===== config.mk =====
export PLATFORM = sky130hd
export DESIGN_NAME = banked_mem_decoder
export DESIGN_NICKNAME = d
export VERILOG_FILES = /design/src/rtl/banked_mem_decoder_pkg.sv /design/src/rtl/banked_mem_sram_bank.sv /design/src/rtl/banked_mem_decoder.sv
export SDC_FILE = /design/constraint.sdc
export NUM_CORES = 1
export LEC_CHECK = 0
export ABC_AREA = 1
export BUFFER_PORTS_ARGS = -buffer_cell sky130_fd_sc_hd__buf_4
export CORE_MARGIN = 1
export CORE_UTILIZATION = 45
export DETAILED_ROUTE_END_ITERATION = 12
export GPL_TIMING_DRIVEN = 0
export SETUP_SLACK_MARGIN = 0.02
export SYNTH_ARGS = -nofsm -noshare
export SYNTH_HDL_FRONTEND = slang
export SYNTH_SLANG_ARGS = --single-unit

===== constraint.sdc =====
create_clock -name clk -period 2.95 [get_ports clk]
set_input_delay 0.295 -clock clk [delete_from_list [all_inputs] [get_ports clk]]
set_output_delay 0.295 -clock clk [all_outputs]
set_load 0.02 [all_outputs]

===== src/rtl/banked_mem_decoder_pkg.sv =====
// Shared state encodings, region codes and ROM content generator for banked_mem_decoder.
package banked_mem_decoder_pkg;

    localparam logic [1:0] ST_INIT = 2'd0;
    localparam logic [1:0] ST_IDLE = 2'd1;
    localparam logic [1:0] ST_RESP = 2'd2;

    localparam logic REGION_ROM  = 1'b0;
    localparam logic REGION_SRAM = 1'b1;

    // fib(0) = fib(1) = 1; wraps silently for large n, callers truncate anyway.
    function automatic int unsigned fib(input int unsigned n);
        int unsigned a;
        int unsigned b;
        int unsigned t;
        a = 1;
        b = 1;
        for (int unsigned i = 0; i < n; i++) begin
            t = a + b;
            a = b;
            b = t;
        end
        return a;
    endfunction

endpackage


===== src/rtl/banked_mem_sram_bank.sv =====
// One SRAM bank: synchronous write, combinational read on the same address.
module banked_mem_sram_bank #(
    parameter int unsigned DATA_W     = 8,
    parameter int unsigned BANK_DEPTH = 8
) (
    input  logic                          clk,
    input  logic                          i_we,
    input  logic [$clog2(BANK_DEPTH)-1:0] i_addr,
    input  logic [DATA_W-1:0]             i_wdata,
    output logic [DATA_W-1:0]             o_rdata
);

    logic [DATA_W-1:0] r_mem [BANK_DEPTH];

    always_ff @(posedge clk) begin
        if (i_we) begin
            r_mem[i_addr] <= i_wdata;
        end
    end

    assign o_rdata = r_mem[i_addr];

endmodule


===== src/rtl/banked_mem_decoder.sv =====
// Registered ROM/SRAM bank decoder with valid/ready handshake and post-reset SRAM clear.
// Optional BANKED_MEM_DECODER_ERR_CNT_EN adds a saturating count of illegal ROM writes.
module banked_mem_decoder
    import banked_mem_decoder_pkg::*;
#(
    parameter int unsigned DATA_W     = 8,
    parameter int unsigned NUM_BANKS  = 8,
    parameter int unsigned BANK_DEPTH = 8,
    parameter int unsigned ADDR_W     = 1 + $clog2(NUM_BANKS) + $clog2(BANK_DEPTH)
) (
    input  logic              clk,
    input  logic              rst_n,
    input  logic              req_valid,
    output logic              req_ready,
    input  logic              req_we,
    input  logic [ADDR_W-1:0] req_addr,
    input  logic [DATA_W-1:0] req_wdata,
    output logic              rsp_valid,
    input  logic              rsp_ready,
    output logic [DATA_W-1:0] rsp_rdata,
    output logic              rsp_err,
    output logic              init_done
`ifdef BANKED_MEM_DECODER_ERR_CNT_EN
    ,
    output logic [7:0]        err_cnt
`endif
);

    localparam int unsigned BANK_W = $clog2(NUM_BANKS);
    localparam int unsigned WORD_W = $clog2(BANK_DEPTH);

    logic [1:0]        r_state;
    logic [1:0]        w_state_nxt;
    logic [WORD_W-1:0] r_cnt;
    logic              r_init_done;
    logic [DATA_W-1:0] r_rsp_rdata;
    logic              r_rsp_err;

    logic              w_region;
    logic [BANK_W-1:0] w_bank;
    logic [WORD_W-1:0] w_word;
    logic              w_init;
    logic              w_cnt_last;
    logic              w_accept;
    logic              w_rom_wr;
    logic [DATA_W-1:0] w_rom_word;
    logic [WORD_W-1:0] w_bank_addr;
    logic [DATA_W-1:0] w_bank_wdata;
    logic [DATA_W-1:0] w_bank_rdata [NUM_BANKS];

    assign w_region   = req_addr[ADDR_W-1];
    assign w_bank     = req_addr[WORD_W +: BANK_W];
    assign w_word     = req_addr[WORD_W-1:0];
    assign w_init     = (r_state == ST_INIT);
    assign w_cnt_last = (r_cnt == WORD_W'(BANK_DEPTH - 1));

    // In RESP a new request can only be taken when the current response drains.
    assign req_ready = (r_state == ST_IDLE) | ((r_state == ST_RESP) & rsp_ready);
    assign w_accept  = req_valid & req_ready;
    assign w_rom_wr  = req_we & (w_region == REGION_ROM);

    assign rsp_valid = (r_state == ST_RESP);
    assign rsp_rdata = r_rsp_rdata;
    assign rsp_err   = r_rsp_err;
    assign init_done = r_init_done;

    always_comb begin
        w_rom_word = DATA_W'(fib(32'(w_word)) + 32'(w_bank));
    end

    // During INIT every bank is cleared in lockstep at the counter address.
    assign w_bank_addr  = w_init ? r_cnt : w_word;
    assign w_bank_wdata = w_init ? '0 : req_wdata;

    for (genvar b = 0; b < NUM_BANKS; b++) begin : g_bank
        logic w_we;
        assign w_we = w_init |
                      (w_accept & req_we & (w_region == REGION_SRAM) & (w_bank == BANK_W'(b)));

        banked_mem_sram_bank #(
            .DATA_W    (DATA_W),
            .BANK_DEPTH(BANK_DEPTH)
        ) u_bank (
            .clk    (clk),
            .i_we   (w_we),
            .i_addr (w_bank_addr),
            .i_wdata(w_bank_wdata),
            .o_rdata(w_bank_rdata[b])
        );
    end

    always_ff @(posedge clk or negedge rst_n) begin
        if (!rst_n) begin
            r_state <= ST_INIT;
        end else begin
            r_state <= w_state_nxt;
        end
    end

    always_comb begin
        w_state_nxt = r_state;
        case (r_state)
            ST_INIT: if (w_cnt_last) w_state_nxt = ST_IDLE;
            ST_IDLE: if (req_valid) w_state_nxt = ST_RESP;
            ST_RESP: if (rsp_ready && !req_valid) w_state_nxt = ST_IDLE;
            default: w_state_nxt = ST_INIT;
        endcase
    end

    // Clear counter, sticky init flag and response registers.
    always_ff @(posedge clk or negedge rst_n) begin
        if (!rst_n) begin
            r_cnt       <= '0;
            r_init_done <= 1'b0;
            r_rsp_rdata <= '0;
            r_rsp_err   <= 1'b0;
        end else begin
            if (w_init) begin
                r_cnt <= r_cnt + WORD_W'(1);
                if (w_cnt_last) begin
                    r_init_done <= 1'b1;
                end
            end
            if (w_accept) begin
                r_rsp_err <= w_rom_wr;
                if (w_region == REGION_ROM) begin
                    r_rsp_rdata <= w_rom_word;
                end else if (req_we) begin
                    r_rsp_rdata <= req_wdata;
                end else begin
                    r_rsp_rdata <= w_bank_rdata[w_bank];
                end
            end
        end
    end

`ifdef BANKED_MEM_DECODER_ERR_CNT_EN
    logic [7:0] r_err_cnt;

    always_ff @(posedge clk or negedge rst_n) begin
        if (!rst_n) begin
            r_err_cnt <= 8'd0;
        end else if (w_accept && w_rom_wr && (r_err_cnt != 8'hFF)) begin
            r_err_cnt <= r_err_cnt + 8'd1;
        end
    end

    assign err_cnt = r_err_cnt;
`endif

endmodule


==> results of run 1 <==
[through the flow]
| stage | hold WS, ns | TNS, ns | cell area, um^2 |
|---|---|---|---|
| finish | 0.0403 | 0 | 26400 |
| global placement | 0.173 | -1382.81 | 22900 |
| CTS | 0.0253 | -0.110 | 25600 |
| detailed placement | 0.176 | -324.26 | 23100 |
| global route | 0.0522 | -0.00286 | 26400 |
| floorplan | -0.000591 | 0 | 21900 |
[flip-flops by register name, indices dropped and copies added, names as in the netlist]
register,flops
r_cnt,3
rsp_err,1
r_state,2
rsp_rdata,8
init_done,1
g_bank.u_bank.r_mem,512
[Yosys cell counts (16+ instances only)]
cell      count
clkbuf_1     21
edfxtp_1    512
a21oi_1      39
nor2_1      371
inv_1       192
nand4_1      16
nand3b_1     24
nand3_1      87
o211ai_1     29
nand2_1     378
o22ai_1      40
o21ai_0      64
buf_2        35
[routing by layer]
| metal | GRT usage [%] | up-vias |
|---|---|---|
| li1 | - | 6800 |
| met1 | 36.6 | 7419 |
| met2 | 42.8 | 898 |
| met3 | 5.83 | 191 |
| met4 | 12.3 | 2 |
| met5 | 0 | - |
[worst max-delay path by stage]
| stage | slack [ns] | to |
|---|---|---|
| finish | 0.08 | rsp_rdata[7] |
| global route | -0.002 | rsp_rdata[4] |
| CTS | -0.07 | rsp_rdata[1] |
| detailed placement | -0.69 | g_bank[7].u_bank.r_mem[7][1] |
| global placement | -3.01 | g_bank[6].u_bank.r_mem[7][1] |
| floorplan | 0.03 | g_bank[0].u_bank.r_mem[0][0] |
[worst max-delay path, stage by stage (launching register included)]
cell	delay, ns
dfrtp_1	0.36
buf_4	0.16
nor2_4	0.22
nand2_4	0.12
nand2_2	0.14
inv_2	0.08
clkbuf_4	0.24
nand2_4	0.19
clkbuf_4	0.39
o22ai_1	0.12
nor2_1	0.11
nand2_1	0.13
a21oi_1	0.18
nand3_1	0.21
nand2_1	0.12
[layout make-up]
cell class	instances	area, um^2
multi-input cells	1114	5710
well taps	615	769
inverters	201	762
clock buffers	61	1400
fillers	3954	21400
repair buffers	79	966
flip-flops and latches	527	15800
plain buffers	76	617
clock inverters	38	437
[cell families after synthesis]
group,after synthesis,share of synthesized area (%)
AO/OA/AOI/OAI,198,5.32
XOR/XNOR,2,0.0799
buffers and inverters,277,5.35
adder cells (fa/ha/maj),6,0.377
AND/OR/NAND/NOR,906,17.0
flip-flops,527,71.9
[power by group]
part | leakage, nW | internal (mW) | total [mW] | switching (mW)
clock network | 0.900 | 4.20 | 7.14 | 2.94
logic | 4.23 | 4.09 | 14.9 | 10.8
registers | 4.91 | 11.0 | 11.4 | 0.396
total | 10.0 | 19.3 | 33.4 | 14.2
[repair_timing]
action                                   CTS  global route
gates resized for setup                  138           128
cloned                                     0             2
endpoints found under the setup margin  1016           597
hold buffers                               6             0
hold endpoints to repair                  21             0
buffers inserted                           9            26
pin swaps                                  5            26
==> results.toml, run 1 <==
[setup_path]
crit_path_end_kind = "flop"
timing.rr.end = "rsp_rdata[7]"
worstPathArrival_ns = 3.44
cp-startpoint = "r_state[0]"
r2r_cells = 14
start_kind = "flop"
ff2ff_setup_slack_ns = 0.08
cp_max_fo = 10
path_class = "reg -> reg"
rr_startpoint = "r_state[0]"
critPathRequiredTime_ns = 3.52

[power]
ir_worst_vdd_v = 0.000711
power.total_mw = 33.4
p_leak_nw = 10.0
p_per_area_nw_per_um2 = 1270

[placement]
place.gp.congestion = 0.951
place_inst = 2569
post-place-ws_ns = -0.690
dp_hpwl_um = 44800
portBuffers = 30

[detailed_routing]
dr.pass1.iters = 6
routed_via_density = 5.65
wl_per_cell_um = 25.2
drc = 0
dr.max_layer_used = "met5"
dr.first_iter.drc_count = 1856
routed-wl-met2_um = 31000
dr_wl_met3_um = 7040
finalWirelength_um = 68300
routed-via-count = 15310
drt-met1-wl_um = 26700
ant_nets = 0

[global_routing]
grt_pass1_wl_um = 95600
grt-ovfl-total = 0
grt_antenna_before_repair = 1
grt_pass1_vias = 14226
grt_util_all_layers_pct = 27.3
grt_max_degree = 49

[synthesis]
synth-seq-cells = 527
syn_area_per_cell_um2 = 11.4
synthTopCellsByArea = "edfxtp_1 (70%), nand2_1 (6.5%), nor2_1 (6.4%)"
synth_largest_area_cell = "edfxtp_1"
synth_edf_count = 512
synthArstFlopShare_pct = 2.85
synth_cells = 1916
synth_nets = 1942
ys_warn_count = 0
synth_cell_types = 35
synth_top_area_share_pct = 70.1
seq_area_frac_synth_pct = 71.9
ys.flop_type = "edfxtp_1"
synth_area_um2 = 21900

[hold_path]
holdPathEnd = "r_state[1]"
hp-start = "rsp_ready"
hold-path-cell-count = 4
hold_path.class = "in -> reg"

[cells_and_area]
syn_to_final_growth_pct = 20.5
n_antenna_cell = 0
final_cells = 2711
drive_above_1_share_pct = 17.3
final_common_cell = "edfxtp_1"
nets = 2079
final_cell_mix = "edfxtp_1 (512), nand2_1 (371), nor2_1 (286), inv_1 (190), nand3_1 (83)"
finish.utilization_pct = 55.2

[clock_tree]
clockBufferDepth = 3
htree_levels = 2
cts_tree = "yes"
clk_latency_ns = 0.64
clock-sinks = 527
numCtsBuffers = 54
clk_pin_slew_ns = 0.06
clock-root-buffer = "clkbuf_16"

[floorplan]
die_h_um = 223
initial_core_util_pct = 45.8
fp.coreArea_um2 = 47800
rows = 80
dieWidth_um = 223
dieArea_um2 = 49600
io_pins = 32

[sta]
worstMarginPinSlew_ns = 1.06
rsz0062_at_grt = "yes"
timing.final.ws_setup_ns = 0.0819
finalCriticalPeriod_ns = 2.87
timing.final.crit_share_pct = 97.2
setup_violations = 0
finalHoldViolCount = 0
drv_slew = 0
slew_headroom_pct = 29.2
max_freq_mhz = 349
skew_ns = 0.0337

[run_status]
outcome = "completed"

[flow_run]
drv_cap = 0
Power figures use the tool's default switching activity.
==> inputs of run 2 (changes only) <==
Settings changed: ABC_AREA 1 to default, SYNTH_HIERARCHICAL from default to 1.
==> run 2 against run 1 <==
Compared with the run above: the run now ends with negative setup slack left; critical path type unchanged; synthesized cell count is 41% lower; register-to-register slack worse by 0.49 ns; via count is 27% lower; hold slack improved by 0.0091 ns; first-iteration DRC count is 38% lower; flip-flop and latch count stayed put; setup slack got worse by 0.49 ns.
==> results.toml, run 2 <==
[synthesis]
synth_largest_area_cell = "edfxtp_1"
yosys.area_share.simple_pct = 4.88
synth.top_cells.by_count = "edfxtp_1 (512), mux4_2 (75), nor2_1 (63)"
synth_nets = 1159
syn_area_per_cell_um2 = 19.5
synth_top_family_by_area = "multiplexers"
synth_cell_types = 53
synth_most_common_cell = "edfxtp_1"
synthMuxAreaShare_pct = 17.4
seq_area_frac_synth_pct = 71.4
synth-seq-cells = 527
synth_top_area_share_pct = 69.7
synthAdderAreaFrac_pct = 0.420
synth_cells = 1133
ys.flop_type = "edfxtp_1"
synth_area_um2 = 22100
synthArstFlopShare_pct = 2.85
synthTopCellsByArea = "edfxtp_1 (70%), mux4_2 (7.7%), mux4_1 (4.4%)"
synth_xor_area_share_pct = 0.119
synth_edf_count = 512
ys_warn_count = 6
synth_compound_area_share_pct = 3.32

[run_status]
violations = "negative setup slack"
outcome = "finished, violations left"

[hold_path]
hold_path.class = "in -> reg"

[global_routing]
grt_pass1_vias = 11031
grt_util_all_layers_pct = 20.0
grt_antenna_before_repair = 1
grt-ovfl-total = 0
grt_pass1_wl_um = 72100
grt_max_degree = 49

[floorplan]
rows = 80
dieWidth_um = 223
fp.coreArea_um2 = 48000
io_pins = 32
die_h_um = 223
dieArea_um2 = 49900
initial_core_util_pct = 45.9

[placement]
dp_hpwl_um = 30400
portBuffers = 31
place.gp.congestion = 0.827
post-place-ws_ns = -1.12

[clock_tree]
cts_tree = "yes"
clock-root-buffer = "clkbuf_16"
clk_latency_ns = 0.61
clock-sinks = 527
numCtsBuffers = 52
clk_pin_slew_ns = 0.06
htree_levels = 2
clockBufferDepth = 3

[sta]
timing.final.ws_setup_ns = -0.413
setup_violations = 23
drv_slew = 0
timing.final.crit_share_pct = 114
max_freq_mhz = 297
worstMarginPinSlew_ns = 0.804
slew_headroom_pct = 46.4
skew_ns = 0.0167
finalCriticalPeriod_ns = 3.36
finalHoldViolCount = 0
rsz0062_at_grt = "yes"

[setup_path]
r2r_cells = 12
start_kind = "flop"
rr_startpoint = "r_state[0]"
path_class = "reg -> reg"
crit_end = "rsp_rdata[3]"
critical_path.cell_chain = "or2_4, clkbuf_16, nand2_8, nand2_8, buf_6, buf_12, mux4_2, mux2_4, mux4_2, o22ai_4, nor3_2, a221o_1"
ff2ff_setup_slack_ns = -0.41
critPathRequiredTime_ns = 3.43
cp-startpoint = "r_state[0]"
timing.rr.end = "rsp_rdata[3]"
cp_max_fo = 10
crit_path_end_kind = "flop"
max_stage_delay_ns = 0.52
slowest_stage = "mux4_2"
worstPathArrival_ns = 3.84

[flow_run]
drv_cap = 0

[detailed_routing]
routed_via_density = 5.81
dr.pass1.iters = 5
drc = 0
wl_per_cell_um = 25.8
dr.first_iter.drc_count = 1145
finalWirelength_um = 49200
ant_nets = 0
routed-via-count = 11103

[cells_and_area]
syn_to_final_growth_pct = 17.9
final_common_cell = "edfxtp_1"
nets = 1278
largest_reg_flops = 512
n_antenna_cell = 0
regMostFlops = "g_bank.u_bank/r_mem"
final_cell_mix = "edfxtp_1 (512), mux4_2 (79), clkbuf_16 (54), buf_4 (53), nand2_1 (52)"
drive_above_1_share_pct = 35.8
[run 2: critical path: cells and delay by family (launching register included)]
kind | cells | cell delay, ns
AO/OA/AOI/OAI | 2 | 0.46
buffers and inverters | 3 | 0.50
flip-flops | 1 | 0.46
multiplexers | 3 | 1.26
AND/OR/NAND/NOR | 4 | 0.53
[run 2: metrics by stage]
stage	utilization, %	TNS [ns]	instances	instance area (um^2)	hold WS (ns)
floorplan	-	-0.114	1133	22100	-0.000591
global placement	48.1	-445.98	1779	23100	0.162
detailed placement	48.5	-232.54	1789	23300	0.169
CTS	53.2	-21.30	1899	25600	0.0203
global route	54.1	-21.03	1910	26000	0.0532
finish	54.1	-2.81	1910	26000	0.0494
[run 2: how the worst min path moves through the flow]
stage | start | end | slack (ns) | cells after the start
after global routing | req_wdata[2] | rsp_rdata[2] | 0.05 | 3
final | req_wdata[2] | rsp_rdata[2] | 0.05 | 3
after CTS | req_wdata[2] | rsp_rdata[2] | 0.02 | 3
after global placement | rst_n | r_state[1] | 0.16 | 1
after detailed placement | rst_n | r_state[0] | 0.17 | 1
after floorplan | rst_n | init_done | -0.0006 | 0
[run 2: area by class of cell]
| class | count | area, um^2 |
|---|---|---|
| fill | 3686 | 22100 |
| tap | 615 | 769 |
| multi-input combinational | 530 | 6450 |
| timing repair buffer | 65 | 666 |
| buffer | 66 | 583 |
| clock inverter | 38 | 390 |
| clock buffer | 59 | 1350 |
| inverter | 10 | 37.5 |
| sequential | 527 | 15800 |
[run 2: metal layers]
metal / track usage [%] / part of all wire (%) / wire length, um
met1: 28.6 / 45 / 22000
met2: 30.4 / 46 / 22800
met3: 3.74 / 5.8 / 2880
met5: 0 / 0 / 0
met4: 7.78 / 3.0 / 1490
[run 2: logic make-up (layout without fill, tap and decap cells)]
logic type | Yosys count | after routing
multiplexers | 203 | 203
AO/OA/AOI/OAI | 94 | 94
XOR/XNOR | 3 | 3
AND/OR/NAND/NOR | 222 | 223
adder cells (fa/ha/maj) | 7 | 7
flip-flops | 527 | 527
buffers and inverters | 77 | 238
[run 2: repair_timing]
item	in CTS	in global routing
gates cloned	2	0
pin swaps	15	14
hold buffers	2	0
endpoints found under the hold margin	16	0
buffers inserted	10	11
gates resized for setup	117	64
setup endpoints to repair	520	467
Power of run 2 is left out: the tool's default activity adds up to more than one toggle a clock period on the data nets, which glitch-free logic cannot reach.
